## config.mk

```make
export PLATFORM = sky130hd
export DESIGN_NAME = bist_march_gen
export DESIGN_NICKNAME = d
export VERILOG_FILES = /design/src/rtl/bist_march_gen.sv
export SDC_FILE = /design/constraint.sdc
export NUM_CORES = 1
export LEC_CHECK = 0
export CELL_PAD_IN_SITES_DETAIL_PLACEMENT = 1
export CELL_PAD_IN_SITES_GLOBAL_PLACEMENT = 2
export CORE_MARGIN = 2
export CORE_UTILIZATION = 32
export CTS_CLUSTER_DIAMETER = 150
export DETAILED_ROUTE_END_ITERATION = 10
export PLACE_DENSITY = 0.78
export SYNTH_ARGS = -nofsm -noshare
export SYNTH_HDL_FRONTEND = slang
export SYNTH_SLANG_ARGS = --single-unit
```

## constraint.sdc

```tcl
create_clock -name clk -period 2.4 [get_ports clk]
set_input_delay 0.24 -clock clk [delete_from_list [all_inputs] [get_ports clk]]
set_output_delay 0.24 -clock clk [all_outputs]
set_load 0.05 [all_outputs]
```

## src/rtl/bist_march_gen.sv

```systemverilog
// bist_march_gen -- March C- command sequencer for memory BIST.
//
// On start it drives the full March C- stream (10*N single-cycle ops) onto
// the memory bus, then drains the expected-data pipe and raises done.
// Every read also pushes its expected data into a RD_LAT-deep pipe so that
// exp_valid/exp_data line up with the memory's rdata for that read.
//
// Element order (D0 = background, D1 = ~D0):
//   E0 up   w D0        E3 down r D0, w D1
//   E1 up   r D0, w D1  E4 down r D1, w D0
//   E2 up   r D1, w D0  E5 up   r D0
//
// Ports:
//   clk, rst            clock, asynchronous active-high reset
//   start               level, sampled only in IDLE and DONE
//   mem_addr/mem_wdata  memory address / write data (wdata holds on reads)
//   mem_we/mem_re       write / read strobe, exactly one per RUN cycle
//   exp_data/exp_valid  expected read data, RD_LAT cycles after mem_re
//   busy                high while running or draining
//   done                high once the stream has fully drained
//
// Build option:
//   BIST_CHECKERBOARD_EN  D0 becomes a 0101.. / 1010.. checkerboard keyed on
//                         address bit 0 instead of all zeros.
module bist_march_gen #(
  parameter int ADDR_W = 4,
  parameter int DATA_W = 8,
  parameter int RD_LAT = 1
) (
  input  logic              clk,
  input  logic              rst,
  input  logic              start,
  output logic [ADDR_W-1:0] mem_addr,
  output logic [DATA_W-1:0] mem_wdata,
  output logic              mem_we,
  output logic              mem_re,
  output logic [DATA_W-1:0] exp_data,
  output logic              exp_valid,
  output logic              busy,
  output logic              done
);

`ifdef BIST_CHECKERBOARD_EN
  localparam bit CB_EN = 1'b1;
`else
  localparam bit CB_EN = 1'b0;
`endif

  localparam logic [ADDR_W-1:0] ADDR_MAX  = {ADDR_W{1'b1}};
  localparam logic [2:0]        ELEM_LAST = 3'd5;
  localparam logic [2:0]        DRAIN_END = 3'(RD_LAT - 1);
  localparam logic [DATA_W-1:0] CB_PAT    = DATA_W'({(DATA_W/2){2'b01}});

  typedef enum logic [1:0] {S_IDLE, S_RUN, S_DRAIN, S_DONE} state_t;

  // Decoded operation for an (element, phase) pair.
  typedef struct packed {
    logic wr;   // 1 = write, 0 = read
    logic inv;  // 1 = D1, 0 = D0
  } op_dec_t;

  // Phase 0 of E1..E5 is the read, phase 1 of E1..E4 is the write; E0 only
  // writes. Reads of E2/E4 expect D1, writes of E1/E3 store D1.
  function automatic op_dec_t decode(input logic [2:0] e, input logic ph);
    op_dec_t d;
    d.wr  = (e == 3'd0) || ph;
    d.inv = ph ? ((e == 3'd1) || (e == 3'd3))
               : ((e == 3'd2) || (e == 3'd4));
    return d;
  endfunction

  function automatic logic is_down(input logic [2:0] e);
    return (e == 3'd3) || (e == 3'd4);
  endfunction

  function automatic logic two_op(input logic [2:0] e);
    return (e >= 3'd1) && (e <= 3'd4);
  endfunction

  // Background pattern D0 at a given address.
  function automatic logic [DATA_W-1:0] bg(input logic [ADDR_W-1:0] a);
    return CB_EN ? (CB_PAT ^ {DATA_W{a[0]}}) : '0;
  endfunction

  // ---------------------------------------------------------------------
  // State
  // ---------------------------------------------------------------------
  state_t                     state_q, state_d;
  logic [2:0]                 elem_q, elem_d;
  logic                       ph_q, ph_d;
  logic [2:0]                 drain_q, drain_d;
  logic [ADDR_W-1:0]          mem_addr_q, mem_addr_d;
  logic [DATA_W-1:0]          mem_wdata_q, mem_wdata_d;
  logic                       mem_we_q, mem_we_d;
  logic                       busy_q, busy_d;
  logic                       done_q, done_d;
  // Stage 0 of the valid pipe is the read strobe itself; stage RD_LAT is
  // exp_valid. Data stages only load alongside a valid, so the last stage
  // naturally holds the most recent expected value.
  logic [RD_LAT:0]              vld_pipe_q, vld_pipe_d;
  logic [RD_LAT:0][DATA_W-1:0]  dat_pipe_q, dat_pipe_d;

  logic                       issue;
  logic [2:0]                 elem_nx;
  logic                       elem_end;
  op_dec_t                    dec;
  logic [DATA_W-1:0]          op_data;

  // ---------------------------------------------------------------------
  // Next state / next op
  // ---------------------------------------------------------------------
  always_comb begin
    state_d    = state_q;
    elem_d     = elem_q;
    ph_d       = ph_q;
    drain_d    = drain_q;
    mem_addr_d = mem_addr_q;
    issue      = 1'b0;
    elem_nx    = elem_q + 3'd1;
    // Last address of the current element in its own direction.
    elem_end   = is_down(elem_q) ? (mem_addr_q == '0) : (mem_addr_q == ADDR_MAX);

    unique case (state_q)
      S_IDLE, S_DONE: begin
        if (start) begin
          state_d    = S_RUN;
          elem_d     = 3'd0;
          ph_d       = 1'b0;
          mem_addr_d = '0;
          issue      = 1'b1;
        end
      end
      S_RUN: begin
        // E5 is single-op and ascending, so its top address is the final op.
        if (elem_q == ELEM_LAST && mem_addr_q == ADDR_MAX) begin
          state_d = S_DRAIN;
          drain_d = '0;
        end else begin
          issue = 1'b1;
          if (two_op(elem_q) && !ph_q) begin
            ph_d = 1'b1;
          end else begin
            ph_d = 1'b0;
            if (elem_end) begin
              // Step straight into the next element's first address; the
              // address counter never wraps.
              elem_d     = elem_nx;
              mem_addr_d = is_down(elem_nx) ? ADDR_MAX : '0;
            end else begin
              mem_addr_d = is_down(elem_q) ? (mem_addr_q - 1'b1)
                                           : (mem_addr_q + 1'b1);
            end
          end
        end
      end
      S_DRAIN: begin
        if (drain_q == DRAIN_END) state_d = S_DONE;
        else                      drain_d = drain_q + 3'd1;
      end
      default: state_d = S_IDLE;
    endcase
  end

  // ---------------------------------------------------------------------
  // Registered bus outputs and expected-data pipe
  // ---------------------------------------------------------------------
  always_comb begin
    dec     = decode(elem_d, ph_d);
    op_data = dec.inv ? ~bg(mem_addr_d) : bg(mem_addr_d);

    mem_we_d    = issue & dec.wr;
    mem_wdata_d = (issue && dec.wr) ? op_data : mem_wdata_q;

    vld_pipe_d    = '0;
    dat_pipe_d    = dat_pipe_q;
    vld_pipe_d[0] = issue & ~dec.wr;
    if (issue && !dec.wr) dat_pipe_d[0] = op_data;
    for (int i = 1; i <= RD_LAT; i++) begin
      vld_pipe_d[i] = vld_pipe_q[i-1];
      if (vld_pipe_q[i-1]) dat_pipe_d[i] = dat_pipe_q[i-1];
    end

    busy_d = (state_d == S_RUN) || (state_d == S_DRAIN);
    done_d = (state_d == S_DONE);
  end

  always_ff @(posedge clk or posedge rst) begin
    if (rst) begin
      state_q     <= S_IDLE;
      elem_q      <= '0;
      ph_q        <= 1'b0;
      drain_q     <= '0;
      mem_addr_q  <= '0;
      mem_wdata_q <= '0;
      mem_we_q    <= 1'b0;
      vld_pipe_q  <= '0;
      dat_pipe_q  <= '0;
      busy_q      <= 1'b0;
      done_q      <= 1'b0;
    end else begin
      state_q     <= state_d;
      elem_q      <= elem_d;
      ph_q        <= ph_d;
      drain_q     <= drain_d;
      mem_addr_q  <= mem_addr_d;
      mem_wdata_q <= mem_wdata_d;
      mem_we_q    <= mem_we_d;
      vld_pipe_q  <= vld_pipe_d;
      dat_pipe_q  <= dat_pipe_d;
      busy_q      <= busy_d;
      done_q      <= done_d;
    end
  end

  assign mem_addr  = mem_addr_q;
  assign mem_wdata = mem_wdata_q;
  assign mem_we    = mem_we_q;
  assign mem_re    = vld_pipe_q[0];
  assign exp_valid = vld_pipe_q[RD_LAT];
  assign exp_data  = dat_pipe_q[RD_LAT];
  assign busy      = busy_q;
  assign done      = done_q;

endmodule

```

==> results.cfg <==
[status]
outcome = finished clean

[placed_design]
io_buffers = 27
place_congestion = 0.800
preCtsSetupSlack_ns = -0.0280
dp_hpwl_um = 2860
placed_cells = 233

[timing]
setup_tns_ns = 0
fin_skew_ns = 0.00184
slew_viol_final = 0
setup_violations = 0
rsz0062_at_grt = false
period_needed_ns = 2.23
fmax_mhz = 448
layout_setup_ws_ns = 0.166
hold_violations = 0
tightest_slew_ns = 0.804
post-route-period-util = 0.931
slew_headroom = 0.463

[global_routing]
gr-total-overflow = 0
grt_start_max_net_pins = 22
grt_pass1_wl_um = 6040
grt_pass1_vias = 1288
gr-usage-all-layers = 0.145
antenna_found_initial = 0

[synthesis]
syn-num-nets = 178
ys.warnings.count = 0
ys_seq_area_frac = 0.338
synthFlopType = dfrtp_1
yosysTopAreaCellShare = 0.338
yosys.area.top_type = dfrtp_1
ys_top_cells_by_area = dfrtp_1 (34%), ha_1 (8.8%), buf_4 (7.2%), o21ai_0 (3.5%), inv_1 (3.1%)
synth.ff_latch_count = 21
syn-mean-instance-area_um2 = 9.54
ys_types = 52
synth-edff-count = 0
yosysMostFrequentCell = dfrtp_1
syn_inst = 163
synth_common_cells = dfrtp_1 (21), buf_4 (15), inv_1 (13)
synth_area_um2 = 1560
async_flop_share = 1.00

[power_and_ir_drop]
power.density_nw_per_um2 = 315
peakVddDrop_v = 0.000304
total_power_uw = 599
p_leak_nw = 0.809

[clock_tree]
cts_hold_buffers = 0
cts_tree = yes
cts_root_buf = clkbuf_8
htree_levels = 1
numClockSinks = 21
cts_made_buffers = 3
cts_buffer_depth = 2
path_clk_slew_ns = 0.07
insertion_delay_ns = 0.26

[worst_setup_path]
critPathMaxFanout = 6
start_kind = flop
worstPathArrival_ns = 2.39
end_kind = flop
cp.required_ns = 2.56
critPathKind = flop to flop

[detailed_routing]
drtAntennaViolNets = 0
vias_per_cell = 5.28
routed_wl_um = 3610
vias = 1266
first_iter_violations = 26
post_drt_wl_per_cell_um = 15.0
drc = 0
dr.pass1.iters = 4

[layout]
layoutNonFillerInstCount = 240
diodes = 0
drive_gt1_frac = 0.172
fin_nets = 202
area_delta_synth_final_pct = 22.2

[die]
fp.dieH_um = 73.7
num_io_pins = 28
core_area_um2 = 4690
die_w_um = 73.7
die_area_um2 = 5430
rows = 25
start_util = 0.331

[run]
cap_violations = 0

[min_path]
hold_path_class = primary input to asynchronous set/reset pin
-- critical path, cell delays in order (launching register included) --
cell     delay, ns
dfrtp_2       0.43
inv_1         0.09
ha_1          0.26
mux2i_4       0.19
mux2i_2       0.37
nor3_2        0.12
mux2_4        0.32
and3_1        0.18
o21a_1        0.17
-- per-stage QoR --
stage | util | hold slack [ns] | cell area, µm²
after floorplan | - | 0.217 | 1560
after global placement | 0.388 | 0.393 | 1820
after detailed placement | 0.388 | 0.424 | 1820
after CTS | 0.398 | 0.439 | 1870
after global routing | 0.405 | 0.451 | 1900
final | 0.405 | 0.424 | 1900
-- state kept, by name (all words and copies together) (netlist names) --
register,cells
dat_pipe_q,1
exp_data,1
mem_addr,4
drain_q,3
state_q,2
mem_wdata,1
mem_we,1
ph_q,1
elem_q,3
vld_pipe_q,2
busy,1
done,1
-- routing by layer --
metal  wire (µm)  track usage
met3         143       0.0357
met1        1500        0.161
met5           0            0
met4          52       0.0465
met2        1910        0.269
-- logic make-up (layout without fill, tap and decap cells) --
family / count (synthesis) / after routing / synth area share
compound gates: 41 / 41 / 0.188
fa+ha+maj: 12 / 12 / 0.101
simple gates: 47 / 47 / 0.181
buf+inv: 33 / 56 / 0.121
mux: 7 / 7 / 0.0595
flops: 21 / 21 / 0.338
xor+xnor: 2 / 2 / 0.0113
-- where the power goes --
part	internal [mW]	switching, mW	total [mW]
Clock	0.119	0.117	0.235
Combinational	0.00297	0.00761	0.0106
Sequential	0.353	0	0.353
Total	0.475	0.124	0.599
-- layout by cell type, fill, tap and decap left out, drive strengths merged, types with 3 or more instances in the layout --
cell type	n
a21o	4
a21oi	8
buf	12
clkbuf	4
clkdlybuf4s50	27
dfrtp	21
ha	11
inv	13
mux2i	5
nand2	11
nor2	11
nor2b	5
nor3	3
o21ai	12
-- layout make-up --
| type | count | area [µm²] |
|---|---|---|
| fillers | 538 | 2790 |
| well taps | 54 | 67.6 |
| inverters | 13 | 48.8 |
| flip-flops and latches | 21 | 528 |
| repair buffers | 39 | 360 |
| clock buffers | 4 | 45.0 |
| multi-input cells | 109 | 851 |
-- timing repair --
action	CTS	global route
setup buffers	0	3
resized for setup	1	4
setup endpoints to repair	1	4
-- path summary, 6_finish.rpt --
| check | slack [ns] | end | startpoint | cells past startpoint |
|---|---|---|---|---|
| max in group asynchronous | 1.43 | elem_q[1] | rst | 2 |
| min in group clk | 0.43 | vld_pipe_q[1] | vld_pipe_q[0] | 0 |
| hold reg to reg | 0.43 | vld_pipe_q[1] | vld_pipe_q[0] | 0 |
| hold / removal | 0.42 | vld_pipe_q[0] | rst | 2 |
| setup / recovery | 0.17 | mem_we | elem_q[0] | 8 |
| setup reg to reg | 0.17 | mem_we | elem_q[0] | 8 |
No activity file was read; power rests on OpenSTA's default activity.
